## config.mk

```make
export PLATFORM = sky130hd
export DESIGN_NAME = ctrl_frame_capturer_flat
export DESIGN_NICKNAME = d
export VERILOG_FILES = /design/src/rtl/ctrl_frame_capturer_if.sv /design/src/rtl/ctrl_frame_capturer.sv /design/src/flat_wrapper.sv
export SDC_FILE = /design/constraint.sdc
export NUM_CORES = 1
export LEC_CHECK = 0
export ABC_AREA = 1
export CAP_MARGIN = 30
export CORE_MARGIN = 3
export CORE_UTILIZATION = 40
export CTS_CLUSTER_DIAMETER = 40
export DETAILED_ROUTE_END_ITERATION = 12
export PLACE_DENSITY = 0.54
export SYNTH_ARGS = -nofsm -noshare
export SYNTH_HDL_FRONTEND = slang
export SYNTH_SLANG_ARGS = --single-unit
```

## constraint.sdc

```tcl
create_clock -name clk -period 2.6 [get_ports clk]
set_input_delay 0.78 -clock clk [delete_from_list [all_inputs] [get_ports clk]]
set_output_delay 0.78 -clock clk [all_outputs]
set_load 0.01 [all_outputs]
```

## src/rtl/ctrl_frame_capturer_if.sv

```systemverilog
// Bundles the per-port RX FIFO pop interface, the picosoc iomem read port and the config register port.
// The master drives FIFO data, bus requests and config writes; the slave (capturer) returns pops, data and status.
interface ctrl_frame_capturer_if #(
    parameter int PORTS = 4
);
    logic [8*PORTS-1:0] i_fifo_dout;
    logic [PORTS-1:0]   i_fifo_del;
    logic [PORTS-1:0]   i_fifo_empty;
    logic [PORTS-1:0]   o_fifo_rden;

    logic               iomem_valid;
    logic               iomem_ready;
    logic [3:0]         iomem_wstrb;
    logic [31:0]        iomem_addr;
    logic [31:0]        iomem_rdata;

    logic [3:0]         cfg_we;
    logic [31:0]        cfg_di;
    logic [31:0]        cfg_do;

    modport master (
        output i_fifo_dout, i_fifo_del, i_fifo_empty,
        output iomem_valid, iomem_wstrb, iomem_addr,
        output cfg_we, cfg_di,
        input  o_fifo_rden, iomem_ready, iomem_rdata, cfg_do
    );

    modport slave (
        input  i_fifo_dout, i_fifo_del, i_fifo_empty,
        input  iomem_valid, iomem_wstrb, iomem_addr,
        input  cfg_we, cfg_di,
        output o_fifo_rden, iomem_ready, iomem_rdata, cfg_do
    );
endinterface

```

## src/rtl/ctrl_frame_capturer.sv

```systemverilog
// Captures one control frame at a time from round-robin RX FIFOs into a 16x32 RAM read by the CPU over iomem.
// Latency: 1 cycle arbitration, then 1 byte/cycle; iomem_ready/rdata 1 cycle after iomem_valid.
// Backpressure: FIFO pops stall while the selected port is empty; no new frame until the CPU acks. CTRL_FRAME_CAP_IRQ_EN adds o_irq.
module ctrl_frame_capturer #(
    parameter int PORTS     = 4,
    parameter int RAM_WORDS = 16
) (
    input  logic clk,
    input  logic arst_n,
    ctrl_frame_capturer_if.slave bus
`ifdef CTRL_FRAME_CAP_IRQ_EN
    ,
    output logic o_irq
`endif
);

    localparam int PW    = (PORTS > 1) ? $clog2(PORTS) : 1;
    localparam int BYTES = 4 * RAM_WORDS;
    localparam int AW    = $clog2(RAM_WORDS);
    localparam int CW    = $clog2(BYTES) + 1;

    typedef enum logic [2:0] {
        S_IDLE,
        S_RX,
        S_DRAIN,
        S_DONE,
        S_HOLD
    } state_t;

    state_t             state, state_nxt;

    logic [PW-1:0]      rr_ptr;
    logic [PW-1:0]      sel;
    logic [PW-1:0]      scan_pick;
    logic [PW-1:0]      scan_idx;
    logic               scan_found;

    logic [CW-1:0]      cnt;
    logic [CW-1:0]      len;
    logic               trunc;
    logic               rx_valid;
    logic               enable;
    logic [PORTS-1:0]   port_mask;
    logic [PORTS-1:0]   cap_port;
    logic               irq_en;

    logic [31:0]        ram [RAM_WORDS];

    logic               pop;
    logic               wr_en;
    logic               arb_go;
    logic               ack;
    logic               busy;
    logic               last_byte;
    logic [7:0]         sel_byte;
    logic               sel_del;
    logic               sel_empty;
    logic [PORTS-1:0]   rden;

    logic               io_ready;
    logic [31:0]        io_rdata;

    assign sel_byte  = bus.i_fifo_dout[{sel, 3'b000} +: 8];
    assign sel_del   = bus.i_fifo_del[sel];
    assign sel_empty = bus.i_fifo_empty[sel];
    assign ack       = bus.cfg_we[3] & bus.cfg_di[31];
    assign busy      = (state == S_RX) || (state == S_DRAIN);
    assign last_byte = (cnt == CW'(BYTES - 1));
    assign wr_en     = pop && (state == S_RX);

    // First eligible port at or after rr_ptr; mask only gates new arbitration
    always_comb begin
        scan_found = 1'b0;
        scan_pick  = '0;
        scan_idx   = '0;
        for (int i = 0; i < PORTS; i++) begin
            scan_idx = PW'((int'(rr_ptr) + i) % PORTS);
            if (!scan_found && port_mask[scan_idx] && !bus.i_fifo_empty[scan_idx]) begin
                scan_found = 1'b1;
                scan_pick  = scan_idx;
            end
        end
    end

    always_ff @(posedge clk or negedge arst_n) begin
        if (!arst_n) begin
            state <= S_IDLE;
        end else begin
            state <= state_nxt;
        end
    end

    always_comb begin
        state_nxt = state;
        pop       = 1'b0;
        arb_go    = 1'b0;
        rden      = '0;
        case (state)
            S_IDLE: begin
                if (enable && !rx_valid && scan_found) begin
                    arb_go    = 1'b1;
                    state_nxt = S_RX;
                end
            end
            S_RX: begin
                pop       = !sel_empty;
                rden[sel] = pop;
                if (pop) begin
                    if (sel_del) begin
                        state_nxt = S_DONE;
                    end else if (last_byte) begin
                        state_nxt = S_DRAIN;
                    end
                end
            end
            S_DRAIN: begin
                pop       = !sel_empty;
                rden[sel] = pop;
                if (pop && sel_del) begin
                    state_nxt = S_DONE;
                end
            end
            S_DONE: begin
                state_nxt = S_HOLD;
            end
            S_HOLD: begin
                if (ack) begin
                    state_nxt = S_IDLE;
                end
            end
            default: begin
                state_nxt = S_IDLE;
            end
        endcase
    end

    assign bus.o_fifo_rden = rden;

    always_ff @(posedge clk or negedge arst_n) begin
        if (!arst_n) begin
            sel       <= '0;
            cnt       <= '0;
            len       <= '0;
            trunc     <= 1'b0;
            rx_valid  <= 1'b0;
            cap_port  <= '0;
            rr_ptr    <= '0;
            enable    <= 1'b0;
            port_mask <= '0;
            for (int w = 0; w < RAM_WORDS; w++) begin
                ram[w] <= '0;
            end
        end else begin
            if (arb_go) begin
                sel   <= scan_pick;
                cnt   <= '0;
                trunc <= 1'b0;
            end
            // Byte n lands in word n>>2, most significant lane first
            if (wr_en) begin
                ram[cnt[AW+1:2]][{~cnt[1:0], 3'b000} +: 8] <= sel_byte;
                cnt <= cnt + 1'b1;
                if (!sel_del && last_byte) begin
                    trunc <= 1'b1;
                end
            end
            if (state == S_DONE) begin
                rx_valid <= 1'b1;
                len      <= cnt;
                cap_port <= PORTS'(1) << sel;
                rr_ptr   <= (sel == PW'(PORTS - 1)) ? '0 : sel + 1'b1;
            end
            if ((state == S_HOLD) && ack) begin
                rx_valid <= 1'b0;
            end
            if (bus.cfg_we[3]) begin
                enable    <= bus.cfg_di[28];
                port_mask <= bus.cfg_di[24 +: PORTS];
            end
        end
    end

`ifdef CTRL_FRAME_CAP_IRQ_EN
    always_ff @(posedge clk or negedge arst_n) begin
        if (!arst_n) begin
            irq_en <= 1'b0;
            o_irq  <= 1'b0;
        end else begin
            if (bus.cfg_we[1]) begin
                irq_en <= bus.cfg_di[12];
            end
            o_irq <= rx_valid & irq_en;
        end
    end
`else
    assign irq_en = 1'b0;
`endif

    // Single-cycle ready pulse; a held valid is acked every other cycle
    always_ff @(posedge clk or negedge arst_n) begin
        if (!arst_n) begin
            io_ready <= 1'b0;
            io_rdata <= '0;
        end else begin
            io_ready <= bus.iomem_valid & ~io_ready;
            io_rdata <= (bus.iomem_valid & ~io_ready) ? ram[bus.iomem_addr[AW+1:2]] : '0;
        end
    end

    assign bus.iomem_ready = io_ready;
    assign bus.iomem_rdata = io_rdata;

    always_comb begin
        bus.cfg_do               = '0;
        bus.cfg_do[31]           = rx_valid;
        bus.cfg_do[30]           = busy;
        bus.cfg_do[29]           = trunc;
        bus.cfg_do[28]           = enable;
        bus.cfg_do[24 +: PORTS]  = port_mask;
        bus.cfg_do[16 +: CW]     = len;
        bus.cfg_do[12]           = irq_en;
        bus.cfg_do[8 +: PORTS]   = cap_port;
    end

    logic unused_bits;
    assign unused_bits = ^{bus.iomem_wstrb, bus.iomem_addr, bus.cfg_di, bus.cfg_we};

endmodule
```

## src/flat_wrapper.sv

```systemverilog
// flat-port wrapper written by rule: the top's interface ports become plain ports
module ctrl_frame_capturer_flat 
#(
    parameter int PORTS     = 4,
    parameter int RAM_WORDS = 16
)
  (clk, arst_n, bus_i_fifo_dout, bus_i_fifo_del, bus_i_fifo_empty, bus_iomem_valid, bus_iomem_wstrb, bus_iomem_addr, bus_cfg_we, bus_cfg_di, bus_o_fifo_rden, bus_iomem_ready, bus_iomem_rdata, bus_cfg_do);
  ctrl_frame_capturer_if #(.PORTS(PORTS)) bus_i ();
  input  logic clk;
  input  logic arst_n;
  input wire logic [$bits(bus_i.i_fifo_dout)-1:0] bus_i_fifo_dout;
  input wire logic [$bits(bus_i.i_fifo_del)-1:0] bus_i_fifo_del;
  input wire logic [$bits(bus_i.i_fifo_empty)-1:0] bus_i_fifo_empty;
  input wire logic [$bits(bus_i.iomem_valid)-1:0] bus_iomem_valid;
  input wire logic [$bits(bus_i.iomem_wstrb)-1:0] bus_iomem_wstrb;
  input wire logic [$bits(bus_i.iomem_addr)-1:0] bus_iomem_addr;
  input wire logic [$bits(bus_i.cfg_we)-1:0] bus_cfg_we;
  input wire logic [$bits(bus_i.cfg_di)-1:0] bus_cfg_di;
  output wire logic [$bits(bus_i.o_fifo_rden)-1:0] bus_o_fifo_rden;
  output wire logic [$bits(bus_i.iomem_ready)-1:0] bus_iomem_ready;
  output wire logic [$bits(bus_i.iomem_rdata)-1:0] bus_iomem_rdata;
  output wire logic [$bits(bus_i.cfg_do)-1:0] bus_cfg_do;
  assign bus_i.i_fifo_dout = bus_i_fifo_dout;
  assign bus_i.i_fifo_del = bus_i_fifo_del;
  assign bus_i.i_fifo_empty = bus_i_fifo_empty;
  assign bus_i.iomem_valid = bus_iomem_valid;
  assign bus_i.iomem_wstrb = bus_iomem_wstrb;
  assign bus_i.iomem_addr = bus_iomem_addr;
  assign bus_i.cfg_we = bus_cfg_we;
  assign bus_i.cfg_di = bus_cfg_di;
  assign bus_o_fifo_rden = bus_i.o_fifo_rden;
  assign bus_iomem_ready = bus_i.iomem_ready;
  assign bus_iomem_rdata = bus_i.iomem_rdata;
  assign bus_cfg_do = bus_i.cfg_do;
  ctrl_frame_capturer #(.PORTS(PORTS), .RAM_WORDS(RAM_WORDS)) u_core (.clk(clk), .arst_n(arst_n), .bus(bus_i));
endmodule
```

==> results.cfg, run 1 <==
[setup_path]
regToRegSetupSlack_ps = 250
critical_path_class = input pin to output port
r2r_cells = 12
end_kind = output port
crit_path_max_fanout = 4
r2r_end = u_core.ram[501]
worst_ep_required_time_ps = 1820
cp-start-kind = input pin
crit_arrival_ps = 1770
r2r_start = u_core.sel[0]

[sta]
fin_crit_sh = 0.981
setup_violations = 0
slew_violations = 0
relSlewSlack = 0.522
hold_viol = 0
clock.fmax_mhz = 392
rsz0062_at_grt = yes
tightest_slew_ps = 714
fin_crit_ps = 2550
whs_ps = 90.3
setup_slack_ps = 50.2
fin_skew_ps = 32.5

[placement]
place_congestion = 0.857
port_buffers = 109
place_ws_ps = -478
place_hpwl_mm = 51.5

[cells_and_area]
finalNetCount = 3435
final_common_cell = o21ai_0
seq_area_um2 = 14400
area_delta_synth_final_pct = 25.1
num-fill-cells = 6067
drive_above_1_share = 0.126
layout_common_cells = o21ai_0 (748), nand2_1 (686), dfrtp_1 (576)
multiInputGateArea_um2 = 10300
antenna_cells = 0

[yosys]
yosys_warnings = 0
syn_area_per_cell_um2 = 8.43
synth.area.top_cells = dfrtp_1 (54%), o21ai_0 (14%), nand2_1 (9.8%)
synth_area_um2 = 26500
ys_seq_area_frac = 0.545
synthCells = 3143
synthArstFlopShare = 1.00
synthFlopType = dfrtp_1
synth_cell_types = 36
synth-seq-cells = 577
synth_top_area_share = 0.545
synth_edf_count = 0
synth_area_leader_cell = dfrtp_1

[power]
power.density_nw_per_um2 = 865
total_power_uw = 28700
ir_drop_mv = 0.456
power.leakage_uw = 0.0150

[floorplan]
die_x_um = 263
die_h_um = 263
io_pins = 184
die_area_um2 = 69400
core_area_um2 = 65000
row_count = 93
initial_utilization = 0.407

[routing]
via_per_inst = 5.35
post_drt_wl_per_cell_um = 18.6
drc = 0
final_antenna_net_count = 0
vias = 22682
firstDrtPassIters = 6
drtIter0Drc = 1986
drt-total-wl_mm = 78.8

[clock_tree]
path_clk_slew_ps = 50
numCtsBuffers = 94
cts_hold_buf = 0
root_buffer = clkbuf_16
clock_latency_ps = 630
tritoncts = done
clkSinkCount = 577
ctsHtreeMaxLevel = 3
cts.path.max_buffers = 3

[grt]
grt_pass1_vias = 22548
overflow = 0
grt.total_usage = 0.227
grt_pass1_wl_mm = 127
grt_max_degree = 77
antenna_found_initial = 0

[status]
status = finished, final reports clean

[hold_path]
hold_path_class = input pin to asynchronous set/reset pin

[flow_run]
max_cap_violations = 0
[state kept, by name (all words and copies together), names as in the netlist]
name	count
u_core.bus.iomem_rdata	32
u_core.bus.iomem_ready	1
u_core.cap_port	4
u_core.cnt	7
u_core.enable	1
u_core.len	7
u_core.port_mask	4
u_core.ram	512
u_core.rr_ptr	2
u_core.rx_valid	1
u_core.sel	2
u_core.state	3
u_core.trunc	1
[layer usage]
| metal | share of wire | up-vias | global-route usage |
|---|---|---|---|
| met5 | 0 | - | 0 |
| met4 | 0.022 | 0 | 0.0668 |
| met3 | 0.052 | 107 | 0.0298 |
| met2 | 0.48 | 666 | 0.377 |
| met1 | 0.45 | 11081 | 0.313 |
| li1 | - | 10828 | - |
[logic make-up (layout without fill, tap and decap cells)]
family | Yosys count | in the layout | synth area share
fa+ha+maj | 9 | 9 | 0.00425
flops | 577 | 577 | 0.545
simple gates | 1087 | 1087 | 0.170
other cells | 1 | 13 | 0.000142
buf+inv | 423 | 654 | 0.0683
compound gates | 1045 | 1045 | 0.212
xor+xnor | 1 | 1 | 0.000331
[cell type report]
type | count | area share
inverter | 193 | 0.0223
timing repair buffer | 290 | 0.0988
clock inverter | 58 | 0.0224
multi-input combinational | 2155 | 0.311
tap | 855 | 0.0323
sequential | 577 | 0.436
clock buffer | 113 | 0.0777
[per-stage QoR]
step | utilization | cells | instance area [µm²] | TNS [ps]
finish | 0.510 | 4241 | 33200 | 0
global route | 0.510 | 4241 | 33200 | -10.5
CTS | 0.509 | 4240 | 33100 | 0
detailed placement | 0.458 | 4069 | 29800 | -101230
global placement | 0.458 | 4069 | 29800 | -110880
floorplan | - | 3155 | 26500 | 0
[synth_stat cells, types with 32 or more instances]
library cell and instances:
nand3_1 108, o211ai_1 57, a21oi_1 121, nand2_1 689
o21ai_0 749, buf_2 39, o21ai_1 32, nor2_1 232
clkbuf_1 149, dfrtp_1 577, inv_1 184, o221ai_1 47
[how the worst max path moves through the flow]
| stage | end | slack (ps) | from | cells past startpoint |
|---|---|---|---|---|
| floorplan | u_core.ram[100] | 250 | u_core.cnt[0] | 9 |
| global placement | bus_o_fifo_rden[2] | -520 | bus_i_fifo_empty[3] | 7 |
| detailed placement | bus_o_fifo_rden[0] | -480 | bus_i_fifo_empty[3] | 7 |
| CTS | bus_o_fifo_rden[0] | 20 | bus_i_fifo_empty[3] | 7 |
| global route | bus_o_fifo_rden[1] | -10 | u_core.state[2] | 6 |
| finish | bus_o_fifo_rden[1] | 50 | bus_i_fifo_empty[2] | 7 |
[timing repair]
item / 4_1_cts / 5_1_grt
hold endpoints to repair: 0 / 0
pin swaps: 1 / 5
gates resized for setup: 24 / 4
endpoints found under the setup margin: 5 / 4
cloned: 0 / 0
setup buffers: 0 / 1
[report_power, final]
part	internal (µW)	switching [µW]
Combinational	2030	3820
Sequential	9560	358
Clock	8410	4520
[critical path: stages]
cell             delay [ps]
clkdlybuf4s50_1         450
inv_1                    50
o21ai_1                 140
nand2_2                  80
nand2_2                  90
nor2_1                   50
buf_2                   130
Note: power is estimated with default switching activity, not from simulation.
==> run 2: changes to the inputs <==
--- a/config.mk
+++ b/config.mk
@@ -6,12 +6,12 @@
 export NUM_CORES = 1
 export LEC_CHECK = 0
 export ABC_AREA = 1
-export CAP_MARGIN = 30
+export CAP_MARGIN = 20
 export CORE_MARGIN = 3
-export CORE_UTILIZATION = 40
+export CORE_UTILIZATION = 25
 export CTS_CLUSTER_DIAMETER = 40
 export DETAILED_ROUTE_END_ITERATION = 12
-export PLACE_DENSITY = 0.54
+export PLACE_DENSITY = 0.36
 export SYNTH_ARGS = -nofsm -noshare
 export SYNTH_HDL_FRONTEND = slang
 export SYNTH_SLANG_ARGS = --single-unit
==> results.cfg, run 2 (synthesized netlist as in run 1, its figures left out) <==
[sta]
rsz0062_at_grt = yes
tightest_slew_ps = 682
slew_violations = 0
hold_viol = 0
relSlewSlack = 0.544
fin_crit_ps = 2610
fin_crit_sh = 1.00
setup_violations = 1
fin_skew_ps = 21.0
clock.fmax_mhz = 383
setup_slack_ps = -8.99

[grt]
antenna_found_initial = 0
grt_max_degree = 75
gr-usage-met2 = 0.266
grt.total_usage = 0.163
grt_pass1_wl_mm = 141
overflow = 0
grtUsageMet1 = 0.220
grt_pass1_vias = 22988
grt_most_used_layer = met2
met3_usage = 0.0291

[floorplan]
die_area_um2 = 110000
die_h_um = 332
io_pins = 184
initial_utilization = 0.254
die_x_um = 332
core_area_um2 = 104000
row_count = 118

[power]
power.leakage_uw = 0.0156
p_seq_frac = 0.312
power.density_nw_per_um2 = 906
p_clk_frac = 0.495
ir_drop_mv = 0.466
p_sw_uw = 9490
p_comb_frac = 0.193
p_int_uw = 22400
netSwitchingFraction = 0.298

[clock_tree]
cts.path.max_buffers = 3
clock_latency_ps = 680
clkSinkCount = 577
path_clk_slew_ps = 40
root_buffer = clkbuf_16
tritoncts = done
ctsHtreeMaxLevel = 3
numCtsBuffers = 119

[routing]
via_per_inst = 4.67
firstDrtPassIters = 5
drt-total-wl_mm = 90.6
post_drt_wl_per_cell_um = 18.7
final_antenna_net_count = 0
drc = 0
vias = 22664
drtIter0Drc = 1397

[placement]
dpl_cell_area_um2 = 30800
placedCellCount = 4618
place_hpwl_mm = 60.5
port_buffers = 109
place_congestion = 0.776

[cells_and_area]
area_delta_synth_final_pct = 32.8
layout_common_cells = o21ai_0 (748), nand2_1 (685), dfrtp_1 (574)
final_common_cell = o21ai_0
largest_reg_flops = 512
finalNetCount = 3493
final_cells = 4850
antenna_cells = 0
largest_register = u_core.ram
drive_above_1_share = 0.148
postLayoutCellArea_um2 = 35200
num-fill-cells = 10810

[setup_path]
critical_path_class = input pin to output port
cp-start-kind = input pin
crit_arrival_ps = 1830
end_kind = output port
crit_path_max_fanout = 4
worst_ep_required_time_ps = 1820

[flow_run]
max_cap_violations = 0

[hold_path]
hold_path_class = flop to flop

[status]
status = finished with violations
violations = negative setup slack
==> run 2: cell count changes in the layout (fill, tap and decap cells not counted), moves of 3 or more <==
cell        change
buf_12         +14
buf_4          +16
bufinv_16       +3
clkbuf_1        +9
clkbuf_16      +27
clkbuf_8        +6
clkinv_2        +6
clkinvlp_4      +5
inv_6           -5
nor2_1          -4
nor2_2          +3
==> run 2: final cells by class <==
type / count / area, µm² / share of cell area
sequential: 577 / 14400 / 0.411
multi-input combinational: 2155 / 10400 / 0.294
timing repair buffer: 323 / 3700 / 0.105
clock buffer: 155 / 3370 / 0.0957
tap: 1380 / 1730 / 0.0491
clock inverter: 67 / 835 / 0.0237
inverter: 193 / 742 / 0.0211
==> run 2: final timing paths <==
path | from | end | slack, ps | cells after the start
min | u_core.bus.iomem_ready | u_core.bus.iomem_ready | 430 | 1
min in group asynchronous | arst_n | u_core.ram[420] | 640 | 2
max | bus_i_fifo_empty[0] | bus_o_fifo_rden[3] | -9 | 7
max in group asynchronous | arst_n | u_core.ram[478] | 1130 | 4
min reg2reg | u_core.bus.iomem_ready | u_core.bus.iomem_ready | 430 | 1
max reg2reg | u_core.sel[0] | u_core.ram[274] | 250 | 11
==> run 2: power groups by stage <==
stage                     logic (µW)  registers, µW  clock network [µW]
after floorplan                 3040          10000                   0
after global placement          6040          10000                   0
after detailed placement        6080          10000                   0
after CTS                       6180           9910               16200
after global routing            6840          10000               16600
final                           6160           9940               15800
==> run 2: per-layer routing <==
metal,up-vias,part of all wire
met3,156,0.042
met4,0,0.029
met1,11035,0.46
met5,-,0
met2,497,0.47
li1,10976,-
==> run 2: what timing repair did <==
item                                    CTS  global route
pin swaps                                 3             5
gates resized for setup                  30            18
hold endpoints to repair                 28             0
setup buffers                             5             4
hold buffers                              1             0
endpoints found under the setup margin    5             5
==> run 2: metrics by stage <==
| step | hold slack (ps) | TNS (ps) | util | total power (µW) | setup slack (ps) |
|---|---|---|---|---|---|
| floorplan | 443 | 0 | - | 13000 | 248 |
| global placement | 424 | -165880 | 0.295 | 16100 | -564 |
| detailed placement | 431 | -155180 | 0.295 | 16100 | -523 |
| CTS | 436 | -10.1 | 0.336 | 32300 | -9.58 |
| global route | 473 | -269 | 0.337 | 33500 | -70.7 |
| finish | 434 | -8.99 | 0.337 | 31900 | -8.99 |
==> run 2: worst max-delay path: stages <==
cell	delay [ps]
clkdlybuf4s50_1	450
inv_1	80
o21ai_4	170
nand2_2	90
nand2_4	90
nor2_1	40
buf_2	130
==> run 3: changes to the inputs <==
--- a/config.mk
+++ b/config.mk
@@ -7,7 +7,7 @@
 export LEC_CHECK = 0
 export ABC_AREA = 1
 export CAP_MARGIN = 20
-export CORE_MARGIN = 3
+export CORE_MARGIN = 2
 export CORE_UTILIZATION = 25
 export CTS_CLUSTER_DIAMETER = 40
 export DETAILED_ROUTE_END_ITERATION = 12
==> results.cfg, run 3 (synthesized netlist as in run 1, its figures left out) <==
[grt]
grt_pass1_vias = 23156
grt_pass1_wl_mm = 141
overflow = 0
grt.total_usage = 0.169
antenna_found_initial = 0
grt_max_degree = 113

[clock_tree]
cts.path.max_buffers = 3
path_clk_slew_ps = 50
clkSinkCount = 577
root_buffer = clkbuf_16
clock_latency_ps = 670
tritoncts = done
ctsHtreeMaxLevel = 3
numCtsBuffers = 117

[flow_run]
max_cap_violations = 0

[cells_and_area]
final_common_cell = o21ai_0
final_cells = 4863
largest_reg_flops = 512
area_delta_synth_final_pct = 32.8
postLayoutCellArea_um2 = 35200
finalNetCount = 3497
layout_common_cells = o21ai_0 (748), nand2_1 (687), dfrtp_1 (574)
antenna_cells = 0
largest_register = u_core.ram
drive_above_1_share = 0.150
fin_util = 0.334

[floorplan]
die_h_um = 330
row_count = 119
die_x_um = 330
die_area_um2 = 109000
core_area_um2 = 105000
io_pins = 184
initial_utilization = 0.252

[routing]
via_per_inst = 4.68
post_drt_wl_per_cell_um = 18.5
drc = 0
firstDrtPassIters = 6
m1WireLength_mm = 41.9
drt-total-wl_mm = 90.1
met2_length_mm = 42.8
final_antenna_net_count = 0
dr_wl_met3_mm = 3.52
vias = 22782
routed.top_layer = met4
drtIter0Drc = 1537

[power]
power.leakage_uw = 0.0157
power.density_nw_per_um2 = 909
ir_drop_mv = 0.564

[sta]
relSlewSlack = 0.504
rsz0062_at_grt = yes
setup_violations = 0
hold_viol = 0
fin_crit_sh = 0.984
slew_violations = 0
tightest_slew_ps = 741
fin_skew_ps = 22.8
clock.fmax_mhz = 391
fin_crit_ps = 2560

[placement]
placedCellCount = 4637
place_congestion = 0.782
place_hpwl_mm = 59.2
dpl_cell_area_um2 = 30800
port_buffers = 109

[setup_path]
critical_path_class = input pin to output port
end_kind = output port
crit_path_max_fanout = 4
slowest_stage = clkdlybuf4s50_1
crit_arrival_ps = 1780
slowest_delay_ps = 460
cp-start-kind = input pin
worst_ep_required_time_ps = 1820
worstPathCellList = clkdlybuf4s50_1 -> inv_1 -> o21ai_2 -> nand2_2 -> nand2_4 -> nor2_1 -> buf_2

[status]
status = finished, final reports clean

[hold_path]
hold_path_class = flop to flop
## run 3: cell types whose count changed in the layout (fill, tap and decap cells not counted), moves of 3 or more
cell,before,now
buf_4,130,145
buf_6,5,2
buf_12,81,76
clkinv_4,10,6
bufinv_16,16,19
clkbuf_1,15,7
## run 3: area by class of cell
type | count | area (µm²)
Tap cell | 1391 | 1740
Inverter | 193 | 742
Clock buffer | 147 | 3320
Multi-Input combinational cell | 2155 | 10300
Fill cell | 10821 | 70100
Timing Repair Buffer | 329 | 3670
Clock inverter | 71 | 950
Sequential cell | 577 | 14400
## run 3: routing by layer
| metal | vias up | GRT usage |
|---|---|---|
| met3 | 121 | 0.0236 |
| met1 | 11182 | 0.229 |
| li1 | 10986 | - |
| met4 | 0 | 0.0487 |
| met2 | 493 | 0.281 |
| met5 | - | 0 |
## run 3: path summary, 6_finish.rpt
kind	depth (start not counted)	slack, ps	end	from
max in group asynchronous	3	1110	u_core.ram[142]	arst_n
setup reg to reg	12	180	u_core.ram[172]	u_core.sel[0]
setup / recovery	7	40	bus_o_fifo_rden[3]	bus_i_fifo_empty[0]
hold reg to reg	1	440	u_core.bus.iomem_ready	u_core.bus.iomem_ready
min in group asynchronous	2	570	u_core.ram[263]	arst_n
hold / removal	1	440	u_core.bus.iomem_ready	u_core.bus.iomem_ready
## run 3: stage by stage
step | setup TNS [ps] | hold WS, ps | power [µW] | worst slack (ps)
final | 0 | 444 | 32000 | 42.2
after global routing | -103 | 458 | 33600 | -36.3
after CTS | -114 | 448 | 32400 | -114
after detailed placement | -121810 | 441 | 16100 | -487
after global placement | -163480 | 427 | 16000 | -597
after floorplan | 0 | 443 | 13000 | 248
## run 3: worst max-delay path: cells and delay by family
family                 cells  cell delay (ps)
AND/OR/NAND/NOR            3              210
AO/OA/AOI/OAI              1              140
buffers and inverters      3              650
## run 3: what timing repair did
action                                  in CTS  in global routing
endpoints found under the hold margin       11                  0
hold buffers                                 1                  0
endpoints found under the setup margin      13                 49
buffers inserted                             5                  2
gates resized for setup                     26                 13
pin swaps                                    4                  1
## run 3: where the power goes
group / internal [µW] / leakage, µW / switching (µW) / total (µW)
registers: 9570 / 0.00744 / 364 / 9930
clock network: 10900 / 0.00207 / 5130 / 16000
logic: 2080 / 0.00615 / 3970 / 6050
total: 22500 / 0.0157 / 9470 / 32000
